### src/rtl/result_serializer_pkg.sv
`default_nettype none
// ============================================================================
// Module  : result_serializer_pkg
// Brief   : Shared types and constants for the result serializer slice.
// Rev     : 1.0 - initial release
// ============================================================================
package result_serializer_pkg;

    localparam int RS_WIDTH = 33;

    // x^33 + x^13 + 1
    localparam logic [32:0] MISR_POLY = 33'h0_0000_2001;

    typedef enum logic [1:0] {
        ST_IDLE  = 2'd0,
        ST_SHIFT = 2'd1,
        ST_DONE  = 2'd2
    } state_t;

endpackage : result_serializer_pkg
`default_nettype wire

### src/rtl/result_serializer_if.sv
`default_nettype none
// ============================================================================
// Module  : result_serializer_if
// Brief   : Capture/serial-out bundle; signature exists only with
//           RESULT_SERIALIZER_MISR_EN defined.
// Rev     : 1.0 - initial release
// ============================================================================
interface result_serializer_if #(
    parameter int WIDTH = result_serializer_pkg::RS_WIDTH
);
    logic [WIDTH-1:0] dst;          // dst[0] is dst0 (LSB)
    logic             capture;
    logic             busy;
    logic             dout;
    logic             dout_valid;
    logic             dout_ready;
    logic             done;
`ifdef RESULT_SERIALIZER_MISR_EN
    logic [WIDTH-1:0] signature;
`endif

    modport master (
        input  dst, capture, dout_ready,
        output busy, dout, dout_valid, done
`ifdef RESULT_SERIALIZER_MISR_EN
        , output signature
`endif
    );

    modport slave (
        output dst, capture, dout_ready,
        input  busy, dout, dout_valid, done
`ifdef RESULT_SERIALIZER_MISR_EN
        , input signature
`endif
    );

endinterface : result_serializer_if
`default_nettype wire

### src/rtl/result_serializer_misr_serial.sv
`default_nettype none
// ============================================================================
// Module  : misr_serial
// Brief   : Single-input MISR; folds one bit into bit 0 per enabled cycle.
// Rev     : 1.0 - initial release
// ============================================================================
module misr_serial
    import result_serializer_pkg::*;
#(
    parameter int               WIDTH = RS_WIDTH,
    parameter logic [WIDTH-1:0] POLY  = WIDTH'(MISR_POLY)
) (
    input  wire logic             clk,
    input  wire logic             rst_n,
    input  wire logic             en,
    input  wire logic             din,
    output logic      [WIDTH-1:0] sig
);

    logic [WIDTH-1:0] r_sig;
    logic [WIDTH-1:0] w_fb;

    assign w_fb = r_sig[WIDTH-1] ? POLY : '0;

    always_ff @(posedge clk or negedge rst_n) begin
        if (!rst_n) begin
            r_sig <= '0;
        end else if (en) begin
            r_sig <= {r_sig[WIDTH-2:0], 1'b0} ^ w_fb ^ {{(WIDTH-1){1'b0}}, din};
        end
    end

    assign sig = r_sig;

endmodule : misr_serial
`default_nettype wire

### src/rtl/result_serializer.sv
`default_nettype none
// ============================================================================
// Module  : result_serializer
// Brief   : Latches a WIDTH-bit result and shifts it out LSB first over a
//           valid/ready link. Optional MISR: RESULT_SERIALIZER_MISR_EN.
// Rev     : 1.0 - initial release
// ============================================================================
module result_serializer
    import result_serializer_pkg::*;
#(
    parameter int WIDTH = RS_WIDTH,
    parameter int CNT_W = 6
) (
    input  wire logic          clk,
    input  wire logic          rst_n,
    result_serializer_if.master bus
);

    state_t           r_state;
    state_t           w_next;
    logic [WIDTH-1:0] r_sreg;
    logic [CNT_W-1:0] r_cnt;
    logic             w_xfer;
    logic             w_last;
    logic             w_load;

    assign w_xfer = (r_state == ST_SHIFT) && bus.dout_ready;
    assign w_last = (r_cnt == CNT_W'(WIDTH - 1));
    assign w_load = (r_state == ST_IDLE) && bus.capture;

    always_ff @(posedge clk or negedge rst_n) begin
        if (!rst_n) begin
            r_state <= ST_IDLE;
        end else begin
            r_state <= w_next;
        end
    end

    always_comb begin
        w_next = r_state;
        case (r_state)
            ST_IDLE:  if (bus.capture)     w_next = ST_SHIFT;
            ST_SHIFT: if (w_xfer && w_last) w_next = ST_DONE;
            ST_DONE:                        w_next = ST_IDLE;
            default:                        w_next = ST_IDLE;
        endcase
    end

    always_comb begin
        bus.busy       = 1'b0;
        bus.dout       = 1'b0;
        bus.dout_valid = 1'b0;
        bus.done       = 1'b0;
        case (r_state)
            ST_SHIFT: begin
                bus.busy       = 1'b1;
                bus.dout       = r_sreg[0];
                bus.dout_valid = 1'b1;
            end
            ST_DONE: begin
                bus.busy = 1'b1;
                bus.done = 1'b1;
            end
            default: ;
        endcase
    end

    // Shift register and bit counter only move on an accepted bit.
    always_ff @(posedge clk or negedge rst_n) begin
        if (!rst_n) begin
            r_sreg <= '0;
            r_cnt  <= '0;
        end else if (w_load) begin
            r_sreg <= bus.dst;
            r_cnt  <= '0;
        end else if (w_xfer) begin
            r_sreg <= {1'b0, r_sreg[WIDTH-1:1]};
            r_cnt  <= r_cnt + CNT_W'(1);
        end
    end

`ifdef RESULT_SERIALIZER_MISR_EN
    misr_serial #(
        .WIDTH (WIDTH),
        .POLY  (WIDTH'(MISR_POLY))
    ) u_misr (
        .clk   (clk),
        .rst_n (rst_n),
        .en    (w_xfer),
        .din   (r_sreg[0]),
        .sig   (bus.signature)
    );
`endif

endmodule : result_serializer
`default_nettype wire

### src/flat_wrapper.sv
// flat-port wrapper written by rule: the top's interface ports become plain ports
module result_serializer_flat import result_serializer_pkg::*;
#(
    parameter int WIDTH = RS_WIDTH,
    parameter int CNT_W = 6
)
  (clk, rst_n, bus_dst, bus_capture, bus_dout_ready, bus_busy, bus_dout, bus_dout_valid, bus_done);
  result_serializer_if #(.WIDTH(WIDTH)) bus_i ();
  input  wire logic clk;
  input  wire logic rst_n;
  input wire logic [$bits(bus_i.dst)-1:0] bus_dst;
  input wire logic [$bits(bus_i.capture)-1:0] bus_capture;
  input wire logic [$bits(bus_i.dout_ready)-1:0] bus_dout_ready;
  output wire logic [$bits(bus_i.busy)-1:0] bus_busy;
  output wire logic [$bits(bus_i.dout)-1:0] bus_dout;
  output wire logic [$bits(bus_i.dout_valid)-1:0] bus_dout_valid;
  output wire logic [$bits(bus_i.done)-1:0] bus_done;
  assign bus_i.dst = bus_dst;
  assign bus_i.capture = bus_capture;
  assign bus_i.dout_ready = bus_dout_ready;
  assign bus_busy = bus_i.busy;
  assign bus_dout = bus_i.dout;
  assign bus_dout_valid = bus_i.dout_valid;
  assign bus_done = bus_i.done;
  result_serializer #(.WIDTH(WIDTH), .CNT_W(CNT_W)) u_core (.clk(clk), .rst_n(rst_n), .bus(bus_i));
endmodule
### config.mk
export PLATFORM = sky130hd
export DESIGN_NAME = result_serializer_flat
export DESIGN_NICKNAME = d
export VERILOG_FILES = /design/src/rtl/result_serializer_pkg.sv /design/src/rtl/result_serializer_if.sv /design/src/rtl/result_serializer_misr_serial.sv /design/src/rtl/result_serializer.sv /design/src/flat_wrapper.sv
export SDC_FILE = /design/constraint.sdc
export NUM_CORES = 1
export LEC_CHECK = 0
export CAP_MARGIN = 20
export CORE_ASPECT_RATIO = 0.9
export CORE_MARGIN = 3
export CORE_UTILIZATION = 46
export CTS_CLUSTER_DIAMETER = 80
export CTS_CLUSTER_SIZE = 14
export DETAILED_ROUTE_END_ITERATION = 16
export GPL_TIMING_DRIVEN = 0
export PLACE_DENSITY_LB_ADDON = 0.25
export SKIP_CTS_REPAIR_TIMING = 1
export SLEW_MARGIN = 10
export SYNTH_ARGS = -nofsm -noshare
export SYNTH_HDL_FRONTEND = slang
export SYNTH_HIERARCHICAL = 1
export SYNTH_SLANG_ARGS = --single-unit
export TNS_END_PERCENT = 100
### constraint.sdc
create_clock -name clk -period 1.5 [get_ports clk]
set_input_delay 0.3 -clock clk [delete_from_list [all_inputs] [get_ports clk]]
set_output_delay 0.3 -clock clk [all_outputs]
set_load 0.02 [all_outputs]
==> summary.md, run 1 <==
| Metric | Value |
|---|---|
| Outcome | finished with violations |
| Synth cell types | 26 |
| CP Cell Sequence | ha_4 > buf_12 > and2_1 > buf_2 |
| Residual DRC | 0 |
| Post-route design area | 2950 sq um |
| Clock Skew | 0.00908 ns |
| Initial Util | 0.493 |
| Endpoint class of the critical path | output pin |
| Pwr Density | 1730 nW/um^2 |
| Reg-to-Reg End | u_core/r_sreg[13] |
| FMAX | 619 MHz |
| Final hold violations | 0 |
| Slowest cell on crit path | dfrtp_2 |
| TritonCTS clock tree | yes |
| #FFs+latches synth | 41 |
| Worst Hold Class | in -> reg |
| DR vias | 1,613 |
| CP startpoint kind | flop |
| Vias in the first global route | 1,483 |
| Maximum vdd drop | 0.914 mV |
| WS Path Type | reg -> out |
| Final core occ | 0.706 |
| Smallest hold slack | 0.372 ns |
| Largest net degree at the start of global routing | 23 |
| Die width | 76.6 um |
| Endpoints failing setup | 9 |
| Worst hold start | bus_dout_ready |
| Power, Total | 5110 uW |
| Fin crit period | 1.62 ns |
| Clock Sinks | 41 |
| Worst-path maximum fanout | 6 |
| DP Worst Slack | -0.331 ns |
| Placement row count | 22 |
| Clk buf depth | 2 |
| Global-route wire length before repair | 6740 um |
| Most common cell after layout, fill and taps aside | dfrtp_1 |
| Post-Syn Instances | 202 |
| RSZ-0062 raised after global routing | yes |
| Failing checks | setup timing |
| Worst r2r src | u_core/r_state[0] |
| Total grt overflow | 0 |
| Fin. max-slew vios | 0 |
| Synth Warn # | 6 |
| Clk_lat worst skew | 0.29 ns |
| Synthesized Nets | 246 |
| CTS Buf Count | 5 |
| Slew margin rel. | 0.674 |
| Vias/cell | 5.01 |
| CP peak stage delay | 0.45 ns |
| Seq/Total Area, Yosys | 0.497 |
| Share of layout cells above drive strength 1 | 0.191 |
| WHS Path Cells | 3 |
| Highest-count cells in the layout ignoring fill and taps | dfrtp_1 (40), nand2_1 (37), clkdlybuf4s50_1 (34) |
| WL/cell | 14.0 um |
| Gr usage total | 0.156 |
| Die ar. | 5330 sq um |
| Clock-pin slew on the worst setup and hold paths | 0.08 ns |
| Register-to-register setup slack | -0.09 ns |
| Final Worst Setup Slack | -0.116 ns |
| Max_cap viols | 0 |
| DRT Wirelength | 4490 um |
| Area after DPL | 2560 sq um |
| Worst Path Required | 1.20 ns |
| Final period utilization | 1.08 |
| Die Y | 69.5 um |
| Ant. Diodes | 0 |
| CP arrival | 1.32 ns |
| Area grow syn2layout | 43.1% |
| Final Wtd Congestion | 0.771 |
| P_leak | 0.00146 uW |
| Final Net Count | 305 |
| Mapped Area | 2060 sq um |
| Initial DRT Pass Iterations | 4 |
| Core footprint | 4180 sq um |
| Initial antenna violation count | 0 |
| PortBufs | 39 |
| CTS root buffer | clkbuf_8 |
| DRT iter0 DRCs | 99 |
| WHS Endpoint | u_core/r_cnt[1] |
| Avg Cell Area, Syn | 10.2 sq um |
| Post-route antenna net violation count | 0 |
| DP Wirelength | 2890 um |
| Top-level I/O count | 41 |
| R2R cell count | 8 |
| H-tree depth | 2 |
| Worst slew pin tran | 0.489 ns |
==> cells in the mapped netlist <==
cell        n  area [sq um]
buf_2       4          20.0
ha_1        7          87.6
buf_4       2          15.0
nand2_1    37           139
nand3_1     5          25.0
a21bo_2     1          10.0
dfrtp_1    41          1030
buf_6       3          33.8
nand2_4     1          11.3
xnor2_1     1          8.76
xor2_1      1          8.76
and2_1      2          12.5
o21ai_0    28           140
or3_1       3          18.8
and4_1      1          8.76
nor2_1      2          7.51
nor4b_2     1          15.0
mux2i_1    32           320
o2111ai_1   2          17.5
inv_1       6          22.5
clkbuf_1    4          15.0
a21oi_1     4          20.0
nor2b_1     1          6.26
o21ai_1    11          55.1
nand2b_1    1          6.26
nand4_2     1          12.5
==> logic make-up (layout without fill, tap and decap cells) <==
logic type | Yosys count | after routing | share of synthesized area
DFF | 41 | 41 | 0.497
xor gates and xnor gates | 2 | 2 | 0.00849
buffers and inverters | 19 | 78 | 0.0515
muxes | 32 | 32 | 0.155
adders and majority gates | 7 | 7 | 0.0424
and+or+nand+nor | 55 | 56 | 0.127
AOI/OAI and AO/OA | 46 | 46 | 0.118
==> critical path, delay by kind of cell (launching register included) <==
kind	cells	cell delay (ns)
DFF	1	0.45
buffers and inverters	2	0.28
adders and majority gates	1	0.18
and+or+nand+nor	1	0.12
==> routing by layer <==
layer,GRT usage,vias up,part of all wire
met4,0.0483,0,0.0085
met1,0.209,764,0.48
met5,0,-,0
met2,0.248,30,0.47
met3,0.0416,5,0.037
li1,-,814,-
==> final cells by class <==
class / count / area (sq um)
Inverter: 6 / 22.5
Clock buffer: 7 / 86.3
Clock inverter: 1 / 30.0
Sequential cell: 41 / 1030
Multi-Input combinational cell: 143 / 1010
Buffer: 13 / 174
Tap cell: 60 / 75.1
Timing Repair Buffer: 51 / 524
Fill cell: 318 / 1230
==> stage by stage <==
stage / setup TNS (ns) / cells
detailed placement: -8.09 / 302
global route: -1.08 / 322
global placement: -44.62 / 301
finish: -0.534 / 322
floorplan: 0 / 202
CTS: -8.07 / 310
==> power by group <==
part | switching [uW] | internal, uW
Combinational | 1090 | 1230
Clock | 362 | 543
Sequential | 299 | 1590
==> worst max-delay path by stage <==
stage / start / end / slack (ns) / depth (start not counted)
floorplan: u_core/r_state[1] / u_core/r_cnt[5] / 0.04 / 6
global placement: rst_n / u_core/r_sreg[18] / -0.88 / 1
detailed placement: u_core/r_state[1] / bus_dout / -0.33 / 5
CTS: u_core/r_state[1] / bus_dout / -0.64 / 5
global route: u_core/r_state[0] / u_core/r_sreg[13] / -0.16 / 8
finish: u_core/r_state[0] / bus_dout / -0.12 / 4
==> state kept, by name, indices dropped and copies added, names as in the netlist <==
| signal | count |
|---|---|
| u_core/r_sreg | 33 |
| u_core/r_cnt | 6 |
| u_core/r_state | 2 |
(Power assumes the default switching activity.)
==> inputs of run 2 (changes only) <==
--- a/config.mk
+++ b/config.mk
@@ -14,6 +14,7 @@
 export DETAILED_ROUTE_END_ITERATION = 16
 export GPL_TIMING_DRIVEN = 0
 export PLACE_DENSITY_LB_ADDON = 0.25
+export RECOVER_POWER = 25
 export SKIP_CTS_REPAIR_TIMING = 1
 export SLEW_MARGIN = 10
 export SYNTH_ARGS = -nofsm -noshare
==> run 2 against run 1 <==
  * The flow still finishes with violations (setup timing)
  * Sequential share of layout area unchanged
  * Cell count did not move
  * Sequential power about the same
  * Worst setup slack did not move
  * Largest cell class unchanged
==> summary.md, run 2 (synthesized netlist as in run 1, its figures left out) <==
| Metric | Value |
|---|---|
| Initial DRT Pass Iterations | 4 |
| Reg with most FFs | u_core/r_sreg |
| Failing checks | setup timing |
| Most common cell after layout, fill and taps aside | dfrtp_1 |
| Endpoints failing setup | 9 |
| CTS Buf Count | 5 |
| Filler instances | 318 |
| Final period utilization | 1.08 |
| Register-to-register setup slack | -0.09 ns |
| H-tree depth | 2 |
| Vias/cell | 5.01 |
| PortBufs | 39 |
| Final Worst Setup Slack | -0.116 ns |
| Met3 GRT Util | 0.0416 |
| Sum Neg Setup Slack | -0.534 ns |
| Max_cap viols | 0 |
| Gr busiest metal | met2 |
| Final hold violations | 0 |
| Fin. max-slew vios | 0 |
| Die ar. | 5330 sq um |
| Ant. Diodes | 0 |
| Die Y | 69.5 um |
| Routing usage on met1 | 0.209 |
| Initial Util | 0.493 |
| Post-route antenna net violation count | 0 |
| DR vias | 1,613 |
| Max FFs per register | 33 |
| Clk_lat worst skew | 0.29 ns |
| Top-level I/O count | 41 |
| Largest registers | u_core/r_sreg x33, u_core/r_cnt x6, u_core/r_state x2 |
| Share of layout cells above drive strength 1 | 0.191 |
| Worst-path maximum fanout | 6 |
| TritonCTS clock tree | yes |
| DRT iter0 DRCs | 99 |
| Residual DRC | 0 |
| Outcome | finished with violations |
| Global Route met2 Usage | 0.248 |
| FMAX | 619 MHz |
| Clock Sinks | 41 |
| Total grt overflow | 0 |
| DP Wirelength | 2890 um |
| Worst Path Required | 1.20 ns |
| Worst Hold Class | in -> reg |
| Final Wtd Congestion | 0.771 |
| Final Net Count | 305 |
| DRT Wirelength | 4490 um |
| Endpoint class of the critical path | output pin |
| Largest net degree at the start of global routing | 23 |
| Die width | 76.6 um |
| Maximum vdd drop | 0.914 mV |
| Global-route wire length before repair | 6740 um |
| Highest-count cells in the layout ignoring fill and taps | dfrtp_1 (40), nand2_1 (37), clkdlybuf4s50_1 (34) |
| CTS root buffer | clkbuf_8 |
| Gr usage total | 0.156 |
| Clock-pin slew on the worst setup and hold paths | 0.08 ns |
| WL/cell | 14.0 um |
| Core footprint | 4180 sq um |
| Initial antenna violation count | 0 |
| CP arrival | 1.32 ns |
| Pwr Density | 1730 nW/um^2 |
| Smallest hold slack | 0.372 ns |
| Area grow syn2layout | 43.1% |
| Worst slew pin tran | 0.544 ns |
| Fin crit period | 1.62 ns |
| Placement row count | 22 |
| P_leak | 0.00146 uW |
| WS Path Type | reg -> out |
| RSZ-0062 raised after global routing | yes |
| Slew margin rel. | 0.638 |
| CP startpoint kind | flop |
| Clock Skew | 0.00908 ns |
| Clk buf depth | 2 |
| Vias in the first global route | 1,483 |
==> run 2: cell types whose count changed in the layout (fill, tap and decap cells not counted), sizes merged <==
cell	previous run	this run
clkbuf	10	11
buf	25	24
==> run 2: path summary, 6_finish.rpt <==
kind / startpoint / to / cells after the start
max in group asynchronous: rst_n / u_core/r_state[0] / 3
setup reg to reg: u_core/r_state[0] / u_core/r_sreg[13] / 8
setup / recovery: u_core/r_state[0] / bus_dout / 4
hold / removal: bus_dout_ready / u_core/r_cnt[1] / 3
hold reg to reg: u_core/r_sreg[9] / u_core/r_sreg[8] / 2
min in group asynchronous: rst_n / u_core/r_cnt[3] / 2
==> run 2: worst max-delay path, cell delays in order, from the launching register on <==
cell and delay [ns]:
dfrtp_2 0.45, ha_4 0.18, buf_12 0.13, and2_1 0.12, buf_2 0.15
==> run 2: cell type report <==
cell class,instances,area (sq um),share of cell area
multi-input combinational,143,1010,0.343
clock buffer,7,86.3,0.0292
sequential,41,1030,0.348
buffer,13,174,0.0589
clock inverter,1,30.0,0.0102
tap,60,75.1,0.0254
inverter,6,22.5,0.00763
timing repair buffer,51,524,0.178
==> run 2: per-stage QoR <==
stage / cell area (sq um) / std cells / utilization / setup slack, ns / total power, uW
after floorplan: 2080 / 202 / - / 0.0408 / 3160
after global placement: 2540 / 301 / 0.607 / -0.883 / 3630
after detailed placement: 2560 / 302 / 0.613 / -0.331 / 3690
after CTS: 2680 / 310 / 0.641 / -0.645 / 4610
after global routing: 2950 / 322 / 0.706 / -0.161 / 5460
final: 2950 / 322 / 0.706 / -0.116 / 5110
==> run 2: power by group <==
group          internal (uW)  switching, uW  total [uW]
combinational           1230           1090        2320
clock                    543            362         904
sequential              1590            299        1890
==> run 2: routing by layer <==
layer / share of wire / vias to the layer above / routed length [um]
li1: - / 814 / -
met1: 0.48 / 764 / 2170
met2: 0.47 / 30 / 2120
met3: 0.037 / 5 / 166
met4: 0.0085 / 0 / 38
met5: 0 / - / 0
